<file path="config.mk">
export PLATFORM = sky130hd
export DESIGN_NAME = arb_wrr_lock
export DESIGN_NICKNAME = d
export VERILOG_FILES = /design/src/rtl/arb_wrr_lock.sv
export SDC_FILE = /design/constraint.sdc
export NUM_CORES = 1
export LEC_CHECK = 0
export CAP_MARGIN = 10
export CORE_ASPECT_RATIO = 1.2
export CORE_MARGIN = 2
export CORE_UTILIZATION = 42
export CTS_CLUSTER_DIAMETER = 50
export DETAILED_ROUTE_END_ITERATION = 10
export PLACE_DENSITY = 0.83
export SLEW_MARGIN = 40
export SYNTH_ARGS = -nofsm -noshare
export SYNTH_HDL_FRONTEND = slang
export SYNTH_SLANG_ARGS = --single-unit
</file>
<file path="constraint.sdc">
create_clock -name clk -period 3 [get_ports clk]
set_input_delay 0.6 -clock clk [delete_from_list [all_inputs] [get_ports clk]]
set_output_delay 0.6 -clock clk [all_outputs]
set_load 0.01 [all_outputs]
</file>
<file path="src/rtl/arb_wrr_lock.sv">
// Weighted round-robin arbiter with per-requester burst weights, grant locking and masking.
// Every output is decoded from the owner registers, so no input reaches an output in the same cycle.
module arb_wrr_lock #(
    parameter int N  = 4,
    parameter int WW = 3,
    localparam int IW = (N > 1) ? $clog2(N) : 1
) (
    input  logic            clk,
    input  logic            rst_n,
    input  logic            init_n,
    input  logic            enable,
    input  logic [N-1:0]    request,
    input  logic [N-1:0]    mask,
    input  logic [N-1:0]    lock,
    input  logic [N*WW-1:0] weight,
    output logic            granted,
    output logic [N-1:0]    grant,
    output logic [IW-1:0]   grant_index
);

    localparam logic [WW-1:0] CNT_MAX = '1;
    localparam logic [IW-1:0] LAST    = IW'(N - 1);

    logic          valid_reg, valid_next;
    logic [IW-1:0] owner_reg, owner_next;
    logic [IW-1:0] ptr_reg, ptr_next;
    logic [WW-1:0] cnt_reg, cnt_next;

    logic [N-1:0]  eff;
    logic [WW-1:0] w_field [N];
    logic [WW-1:0] w_owner;
    logic          hold;
    logic [IW-1:0] start_base, start;
    logic          found;
    logic [IW-1:0] win;

    assign eff = request & ~mask;

    // A programmed weight of zero behaves as a single-cycle burst.
    generate
        for (genvar gi = 0; gi < N; gi++) begin : g_weight
            assign w_field[gi] = (weight[gi*WW +: WW] == '0) ? WW'(1) : weight[gi*WW +: WW];
        end
    endgenerate

    assign w_owner = w_field[owner_reg];
    assign hold    = valid_reg && eff[owner_reg] && (lock[owner_reg] || (cnt_reg < w_owner));

    // Circular search for the next requester, starting just past the owner or last winner.
    always_comb begin
        start_base = valid_reg ? owner_reg : ptr_reg;
        start      = (start_base == LAST) ? '0 : start_base + IW'(1);
        found      = 1'b0;
        win        = '0;
        for (int k = 0; k < N; k++) begin
            int            idx;
            logic [IW-1:0] sel;
            idx = int'(start) + k;
            if (idx >= N) begin
                idx = idx - N;
            end
            sel = IW'(idx);
            if (!found && eff[sel]) begin
                found = 1'b1;
                win   = sel;
            end
        end
    end

    always_comb begin
        valid_next = valid_reg;
        owner_next = owner_reg;
        ptr_next   = ptr_reg;
        cnt_next   = cnt_reg;
        if (!init_n) begin
            valid_next = 1'b0;
            owner_next = '0;
            ptr_next   = LAST;
            cnt_next   = '0;
        end else if (!enable) begin
            valid_next = 1'b0;
            owner_next = '0;
            cnt_next   = '0;
        end else if (hold) begin
            cnt_next = (cnt_reg == CNT_MAX) ? cnt_reg : cnt_reg + WW'(1);
        end else if (found) begin
            valid_next = 1'b1;
            owner_next = win;
            ptr_next   = win;
            cnt_next   = WW'(1);
        end else begin
            valid_next = 1'b0;
            owner_next = '0;
            cnt_next   = '0;
        end
    end

    always_ff @(posedge clk or negedge rst_n) begin
        if (!rst_n) begin
            valid_reg <= 1'b0;
            owner_reg <= '0;
            ptr_reg   <= LAST;
            cnt_reg   <= '0;
        end else begin
            valid_reg <= valid_next;
            owner_reg <= owner_next;
            ptr_reg   <= ptr_next;
            cnt_reg   <= cnt_next;
        end
    end

    generate
        for (genvar gi = 0; gi < N; gi++) begin : g_grant
            assign grant[gi] = valid_reg && (owner_reg == IW'(gi));
        end
    endgenerate

    assign granted     = valid_reg;
    assign grant_index = valid_reg ? owner_reg : '0;

endmodule

</file>
==> metrics.txt, run 1 <==
antenna-violating nets left=0; drt drc=0; CTS root buf=clkbuf_4; die area=2315 um2; post_cts resized=0; Cells after DPL=138; yosys warns=0; initial core utilization=44.66%; worst vdd ir=0.2610 mV; multiplexer share of the synthesized area=19.45%; Cell Area, Synth=817.0 um2; fmax=354.6 MHz; Antenna diodes=0; CTS Hold Bufs=0; 1st-pass router iterations=4; CP Data Arrival Time=3.00 ns; max reg flops=3; GRT Overall Usage=18.29%; first-pass GRT wire length=3132 um; Core ar.=1829 um2; area leader, netlist=dfrtp_1; total via count in the routed design=779; Worst-Skew Late Latency=0.25 ns; clock-pin slew on the worst setup and hold paths=0.06 ns; Pleak=0.5101 nW; Hold Fails Final Rpt=0; ys async rst share=100.0%; clock skew=0.002938 ns; vias in the first global route=787; Power Total=0.0003320 W; WP data required=3.18 ns; Syn Area/Cell=9.500 um2; CP Launch Point=weight[5]; Slew @ Worst Pin=0.3550 ns; Crit. End Element=register; final non-filler cell total=142; hpwl dp=1641 um; Seq/Total Area, Yosys=24.81%; post-synthesis adder-cell area fraction=6.126%; drt wl/cell=13.74 um; ranking of synthesized cells by area=dfrtp_1 18%, nor2_1 6.9%, dfstp_2 6.4%; CTS tree=done; Worst Hold Class=reg2reg; Top FF cell, synth=dfrtp_1; complex-gate fraction of the synthesized area=19.30%; Simple-Gate Fraction of Synth Area=24.50%; initial antenna violation count=0; area fraction of the dominant cell type after synthesis=18.38%; Mapped Nets=118; port buffer count=34; Netlist cell types=38; Post-synth EDFFs=0; # Max-Cap Violations=0; status=finished clean; total gr overflow=0; RSZ-0062 raised after global routing=no; Crit Reg-Reg Startpoint=owner_reg[0]; Hold Crit Start=cnt_reg[1]; DR vias/cell=5.486; share of post-route cells with drive strength above 1=15.45%; maximum clock path buffer count=2; Initial DRC Count=16; period utilisation layout=94.00%; TritonCTS Buffers=3; Tmin final=2.820 ns; Relative slew margins=76.08%; largest family of logic cells by synthesized area=simple AND/OR/NAND/NOR gates; final slew viol count=0; die span in x=44.26 um; NumNets Final=156; Max FO, Critical Path=8; Power Dens Cells=276.1 nW/um2; clock sink total=8; Area Growth Syn to Fin=47.17%; Final Wtd Congestion=0.8459; Crit Path Category=in2reg; Die Y=52.32 um; largest net degree at the start of global routing=14; setup bufs post-CTS=0; num ports=35; Synth Area in XOR/XNOR=1.072%; H-tree depth=1; final setup fails=0; Core Rows=17; type of origin of the critical path=input port; hold_ws=0.5689 ns; Seq cells post-synth=8; Setup Total Neg Slack=0 ns; final WL=1951 um; Synth Instances=86
==> final timing paths <==
kind	to	slack, ns	cells after the start
max	cnt_reg[2]	0.18	10
min	cnt_reg[1]	0.57	2
max reg2reg	cnt_reg[2]	0.52	9
min reg2reg	cnt_reg[1]	0.57	2
max in group asynchronous	ptr_reg[1]	2.08	1
min in group asynchronous	cnt_reg[2]	0.61	1
==> worst max-delay path, stage by stage <==
cell	delay (ns)
clkdlybuf4s50_1	0.42
mux4_1	0.52
inv_1	0.07
ha_1	0.23
a211oi_1	0.28
o41ai_2	0.13
a221oi_2	0.26
o31ai_4	0.13
or2_1	0.24
nor2_1	0.12
==> placed cells by master, fill, tap and decap left out, types with 2 or more instances in the layout <==
cell             synthesis  final
clkdlybuf4s50_1          0     34
nor2_1                  15     15
dfrtp_1                  6      6
inv_1                    5      5
mux2i_1                  5      5
nand2_1                  4      4
nand2b_1                 4      4
ha_1                     4      4
nor3b_1                  3      3
o21ai_0                  3      3
clkbuf_4                 0      3
mux4_1                   2      2
nor2b_1                  2      2
mux4_2                   2      2
nor3_1                   2      2
a31oi_1                  2      2
o21ai_1                  2      2
a21oi_1                  2      2
buf_4                    0      2
dfstp_2                  2      2
==> cell usage after synthesis (all sizes together) (2+ instances only) <==
cell type,count
dfstp,2
mux4,4
o31ai,2
nor2,15
inv,5
nand2,4
buf,2
nand2b,5
dfrtp,6
nor3b,3
o21ai,5
ha,4
a31oi,2
mux2i,5
nor2b,3
nor3,2
a21oi,2
==> per-stage QoR <==
stage / worst slack, ns / instance area, um2 / utilization [%]
5_1_grt: 0.006188 / 1202 / 65.73
4_1_cts: 0.1614 / 1202 / 65.73
6_report: 0.1799 / 1202 / 65.73
3_3_place_gp: -0.009407 / 1176 / 64.30
3_5_place_dp: -0.1139 / 1176 / 64.30
2_1_floorplan: 0.4847 / 817.0 / -
==> layer usage <==
metal | global-route usage (%) | vias up | routed length [um] | share of wire [%]
met2 | 34.31 | 32 | 997 | 51
li1 | - | 390 | - | -
met1 | 19.83 | 355 | 769 | 39
met4 | 7.576 | 0 | 10 | 0.51
met3 | 2.759 | 2 | 173 | 8.9
met5 | 0 | - | 0 | 0
==> power breakdown <==
part,switching [W],leakage [nW],total [W],internal [W]
clock,0.0000378,0.0150,0.0000887,0.0000510
combinational,0.0000511,0.392,0.000123,0.0000718
sequential,0.00000529,0.103,0.000120,0.000115
total,0.0000941,0.510,0.000332,0.000238
==> cells by family after synthesis <==
group,count (synthesis)
fa+ha+maj,4
compound gates,18
xor+xnor,1
simple gates,37
flops,8
mux,10
buf+inv,8
==> layout make-up <==
cell class / instances / area [um2]
inverters: 5 / 18.77
flip-flops and latches: 8 / 202.7
well taps: 19 / 23.77
clock buffers: 4 / 26.28
multi-input cells: 70 / 575.6
fillers: 138 / 626.9
repair buffers: 36 / 355.3
Power figures use the tool's default switching activity.
==> run 2: changes to the inputs <==
Settings changed: CORE_MARGIN 2 to not set.
==> run 2 against run 1 <==
Highest routed layer is now met3. Combinational power hardly changed. Largest power group unchanged. Via count is 1.3% higher. Core utilization did not move. Critical path type unchanged. Critical path depth is the same.
==> metrics.txt, run 2 (synthesis results as in run 1) <==
filler instances=141 (+2.2%); Hold Fails Final Rpt=0 (unchanged); status=finished clean; WP data required=3.19 ns (about the same); CP peak stage delay=0.52 ns (about the same); RSZ-0062 raised after global routing=no; CTS tree=done; first-pass GRT wire length=3325 um (+6.2%); Crit Path Category=in2reg; initial core utilization=44.66% (unchanged); Die Y=50.32 um (-3.8%); commonest non-fill, non-tap cell in the layout=clkdlybuf4s50_1; num ports=35 (unchanged); hold_ws=0.5717 ns (+0.002741 ns); Power Total=0.0003338 W (+0.55%); Worst-Skew Late Latency=0.25 ns (about the same); Worst path slowest cell=mux4_1; GRT Overall Usage=19.82% (+1.5 points); 1st-pass router iterations=4 (unchanged); Antenna diodes=0 (unchanged); Max FO, Critical Path=8 (unchanged); post_cts resized=0 (unchanged); crit-path cells=clkdlybuf4s50_1 -> mux4_1 -> inv_1 -> ha_1 -> a211oi_1 -> o41ai_2 -> a221oi_2 -> o31ai_4 -> or2_1 -> nor2_1; final non-filler cell total=142 (unchanged); met1 wire length=836 um (+8.7%); Slew @ Worst Pin=0.4416 ns (+0.08651 ns); Core ar.=1829 um2 (unchanged); Pleak=0.5101 nW (unchanged); DR vias/cell=5.556 (+1.3%); Core Rows=17 (unchanged); Final Wtd Congestion=0.8178 (-3.3%); Worst Hold Class=reg2reg; clock-pin slew on the worst setup and hold paths=0.06 ns (about the same); clock sink total=8 (unchanged); drt wl/cell=13.37 um (-2.7%); Detail Route met2 WL=967 um (-3.0%); NumNets Final=156 (unchanged); fmax=356.3 MHz (+0.48%); die span in x=42.26 um (-4.5%); drt drc=0 (unchanged); hpwl dp=1520 um (-7.4%); period utilisation layout=93.56% (-0.45 points); total via count in the routed design=789 (+1.3%); CTS root buf=clkbuf_4; largest net degree at the start of global routing=14 (unchanged); worst vdd ir=0.2620 mV (+0.41%); most frequent cells in the layout=34 x clkdlybuf4s50_1, 15 x nor2_1, 6 x dfrtp_1; Setup Total Neg Slack=0 ns (unchanged); H-tree depth=1 (unchanged); highest metal used=met3; total gr overflow=0 (unchanged); CP Data Arrival Time=2.99 ns (about the same); final setup fails=0 (unchanged); TritonCTS Buffers=3 (unchanged); setup bufs post-CTS=0 (unchanged); # Max-Cap Violations=0 (unchanged); Tmin final=2.807 ns (-0.01340 ns); share of post-route cells with drive strength above 1=15.45% (unchanged); routed wl met3=94 um (-46%); Area Growth Syn to Fin=47.17% (unchanged); Relative slew margins=70.25% (-5.8 points); antenna-violating nets left=0 (unchanged); type of origin of the critical path=input port; initial antenna violation count=0 (unchanged); Initial DRC Count=10 (-6); die area=2126 um2 (-8.2%); final WL=1899 um (-2.7%); final slew viol count=0 (unchanged); maximum clock path buffer count=2 (unchanged); clock skew=0.003140 ns (+0.0002023 ns); max reg flops=3 (unchanged); Crit. End Element=register; vias in the first global route=814 (+3.4%); port buffer count=34 (unchanged); Power Dens Cells=277.6 nW/um2 (+0.55%); Cells after DPL=138 (unchanged); CTS Hold Bufs=0 (unchanged)
-- run 2: path summary, 6_finish.rpt --
path                              startpoint  cells after the start         end  slack (ns)
worst min-delay path              cnt_reg[1]                      2  cnt_reg[1]        0.57
worst min register to register    cnt_reg[1]                      2  cnt_reg[1]        0.57
min in group asynchronous              rst_n                      1  cnt_reg[2]        0.62
worst max register to register  owner_reg[0]                      9  cnt_reg[2]        0.54
max in group asynchronous              rst_n                      1  ptr_reg[1]        2.07
worst max-delay path               weight[5]                     10  cnt_reg[2]        0.19
-- run 2: metrics by stage --
step | instance area (um2) | setup slack, ns | util (%)
global placement | 1176 | -0.01660 | 64.30
detailed placement | 1176 | -0.08543 | 64.30
CTS | 1202 | 0.1739 | 65.73
floorplan | 817.0 | 0.4847 | -
global route | 1202 | 0.02883 | 65.73
finish | 1202 | 0.1933 | 65.73
-- run 2: critical path: cells and delay by family --
family	cells	cell delay (ns)
AO/OA/AOI/OAI	4	0.79
AND/OR/NAND/NOR	2	0.35
adder cells (fa/ha/maj)	1	0.23
multiplexers	1	0.52
buffers and inverters	2	0.51
-- run 2: final cells by class --
type                            instances  area [um2]  area share [%]
Timing Repair Buffer                   36       355.3           29.55
Clock buffer                            4       26.28           2.185
Sequential cell                         8       202.7           16.86
Inverter                                5       18.77           1.561
Tap cell                               19       23.77           1.977
Multi-Input combinational cell         70       575.6           47.87
-- run 2: layer usage --
| metal | global-route usage, % | vias to the layer above |
|---|---|---|
| met5 | 0 | - |
| met4 | 7.813 | 0 |
| met3 | 1.079 | 0 |
| met2 | 35.90 | 23 |
| met1 | 24.21 | 376 |
| li1 | - | 390 |
-- run 2: where the power goes --
group          internal, W  total [W]  switching, W
registers         0.000115   0.000120    0.00000540
logic            0.0000718   0.000123     0.0000514
clock network    0.0000510  0.0000902     0.0000392
==> run 3: changes to the inputs <==
Settings changed: REMOVE_ABC_BUFFERS set to 1.
==> run 3 against run 2 <==
Global-route usage decreased by 0.24 points. First-iteration DRC count rose by 10%. Highest routed layer is now met4. Core utilization stayed put. Die area unchanged. Final area unchanged. Sequential share of layout area unchanged. Worst hold slack gained 0.0092 ns. Maximum frequency about the same. Flip-flop and latch count unchanged. Critical path type unchanged. Combinational power hardly changed. Clock power shrank 1%.
==> metrics.txt, run 3 (synthesis results as in run 1) <==
initial antenna violation count=0 (unchanged); sequential share of power=36.4% (+0.3 points); total gr overflow=0 (unchanged); Core Rows=17 (unchanged); register area=202.7 um2 (unchanged); Final Instance Area=1202 um2 (unchanged); Tmin final=2.804 ns (-0.002283 ns); initial core utilization=44.66% (unchanged); clock sink total=8 (unchanged); die span in x=42.26 um (unchanged); NetSw=0.00009332 W (-2.7%); final setup fails=0 (unchanged); # Max-Cap Violations=0 (unchanged); drt drc=0 (unchanged); antenna-violating nets left=0 (unchanged); Slew @ Worst Pin=0.3878 ns (-0.05377 ns); WP data required=3.18 ns (about the same); Multi-input gate area=575.6 um2 (unchanged); DR vias/cell=5.577 (+0.38%); num ports=35 (unchanged); status=finished clean; first-pass GRT wire length=3312 um (-0.39%); Power Total=0.0003312 W (-0.78%); hpwl dp=1528 um (+0.53%); Pleak=0.5101 nW (unchanged); clock-pin slew on the worst setup and hold paths=0.06 ns (about the same); fmax=356.6 MHz (about the same); Max FO, Critical Path=8 (unchanged); total via count in the routed design=792 (+0.38%); Worst Hold Class=reg2reg; port buffer count=34 (unchanged); Post-DP Area=1176 um2 (unchanged); TritonCTS Buffers=3 (unchanged); Logic pwr share=36.8% (about the same); Setup Total Neg Slack=0 ns (unchanged); CTS root buf=clkbuf_4; Final Wtd Congestion=0.7892 (-3.5%); Power Dens Cells=275.5 nW/um2 (-0.78%); H-tree depth=1 (unchanged); filler instances=158 (+12%); Hold Crit Start=ptr_reg[0]; Worst-Skew Late Latency=0.25 ns (about the same); CP Data Arrival Time=2.99 ns (about the same); die area=2126 um2 (unchanged); setup bufs post-CTS=0 (unchanged); Pint=0.0002379 W (about the same); post_cts resized=0 (unchanged); drt wl/cell=13.23 um (-1.1%); vias in the first global route=785 (-3.6%); clock skew=0.001520 ns (-0.001620 ns); share of post-route cells with drive strength above 1=15.45% (unchanged); Antenna diodes=0 (unchanged); Crit Path Category=in2reg; largest net degree at the start of global routing=14 (unchanged); type of origin of the critical path=input port; maximum clock path buffer count=2 (unchanged); Sw Share=28.17% (-0.56 points); 1st-pass router iterations=4 (unchanged); most frequent cells in the layout=34 x clkdlybuf4s50_1, 15 x nor2_1, 6 x dfrtp_1; Clock power frac=26.9% (about the same); worst vdd ir=0.2102 mV (-20%); final WL=1879 um (-1.1%); Initial DRC Count=11 (+1); CP Launch Point=weight[5]; commonest non-fill, non-tap cell in the layout=clkdlybuf4s50_1; period utilisation layout=93.48% (about the same); RSZ-0062 raised after global routing=no; NumNets Final=156 (unchanged); max reg flops=3 (unchanged); Relative slew margins=74.15% (+3.9 points); Crit Reg-Reg Startpoint=owner_reg[0]; CTS tree=done; Core ar.=1829 um2 (unchanged); final slew viol count=0 (unchanged); Hold Fails Final Rpt=0 (unchanged); GRT Overall Usage=19.58% (-0.24 points); utilization after layout=65.73% (unchanged); CTS Hold Bufs=0 (unchanged); Crit. End Element=register; Die Y=50.32 um (unchanged); Area Growth Syn to Fin=47.17% (unchanged)
-- run 3: stage by stage --
stage                     std cells  setup WS [ns]  hold slack [ns]
after global placement          138       -0.01746           0.5595
final                           142         0.1956           0.5809
after CTS                       142         0.1945           0.5739
after global routing            142      0.0001539           0.6161
after floorplan                  83         0.4159           0.3044
after detailed placement        138       -0.08117           0.5650
-- run 3: critical path: stages --
cell and delay (ns):
clkdlybuf4s50_1 0.42, mux4_1 0.50, inv_1 0.08, ha_1 0.23, a211oi_1 0.28, o41ai_2 0.12
a221oi_2 0.26, o31ai_4 0.14, or2_1 0.25, nor2_1 0.11
-- run 3: area by class of cell --
class	count	share of cell area, %
tap	19	1.977
timing repair buffer	36	29.55
clock buffer	4	2.185
inverter	5	1.561
sequential	8	16.86
multi-input combinational	70	47.87
-- run 3: layer usage --
layer / wire (um) / vias up / global-route usage, %
met3: 106 / 2 / 1.079
met1: 818 / 375 / 24.38
met5: 0 / - / 0
li1: - / 388 / -
met2: 939 / 27 / 34.87
met4: 14 / 0 / 7.813
-- run 3: worst paths after layout --
| kind | cells after the start | slack [ns] | to |
|---|---|---|---|
| worst max-delay path | 10 | 0.20 | cnt_reg[2] |
| max in group asynchronous | 1 | 2.07 | ptr_reg[1] |
| worst min register to register | 2 | 0.58 | ptr_reg[0] |
| worst min-delay path | 2 | 0.58 | ptr_reg[0] |
| worst max register to register | 9 | 0.55 | cnt_reg[2] |
| min in group asynchronous | 1 | 0.62 | cnt_reg[2] |
-- run 3: power groups by stage --
| stage | sequential, W | clock (W) | combinational, W |
|---|---|---|---|
| finish | 0.000120 | 0.0000890 | 0.000122 |
| global route | 0.000121 | 0.0000989 | 0.000134 |
| CTS | 0.000120 | 0.0000939 | 0.000123 |
| detailed placement | 0.000122 | 0 | 0.000123 |
| global placement | 0.000122 | 0 | 0.000120 |
| floorplan | 0.000125 | 0 | 0.0000609 |
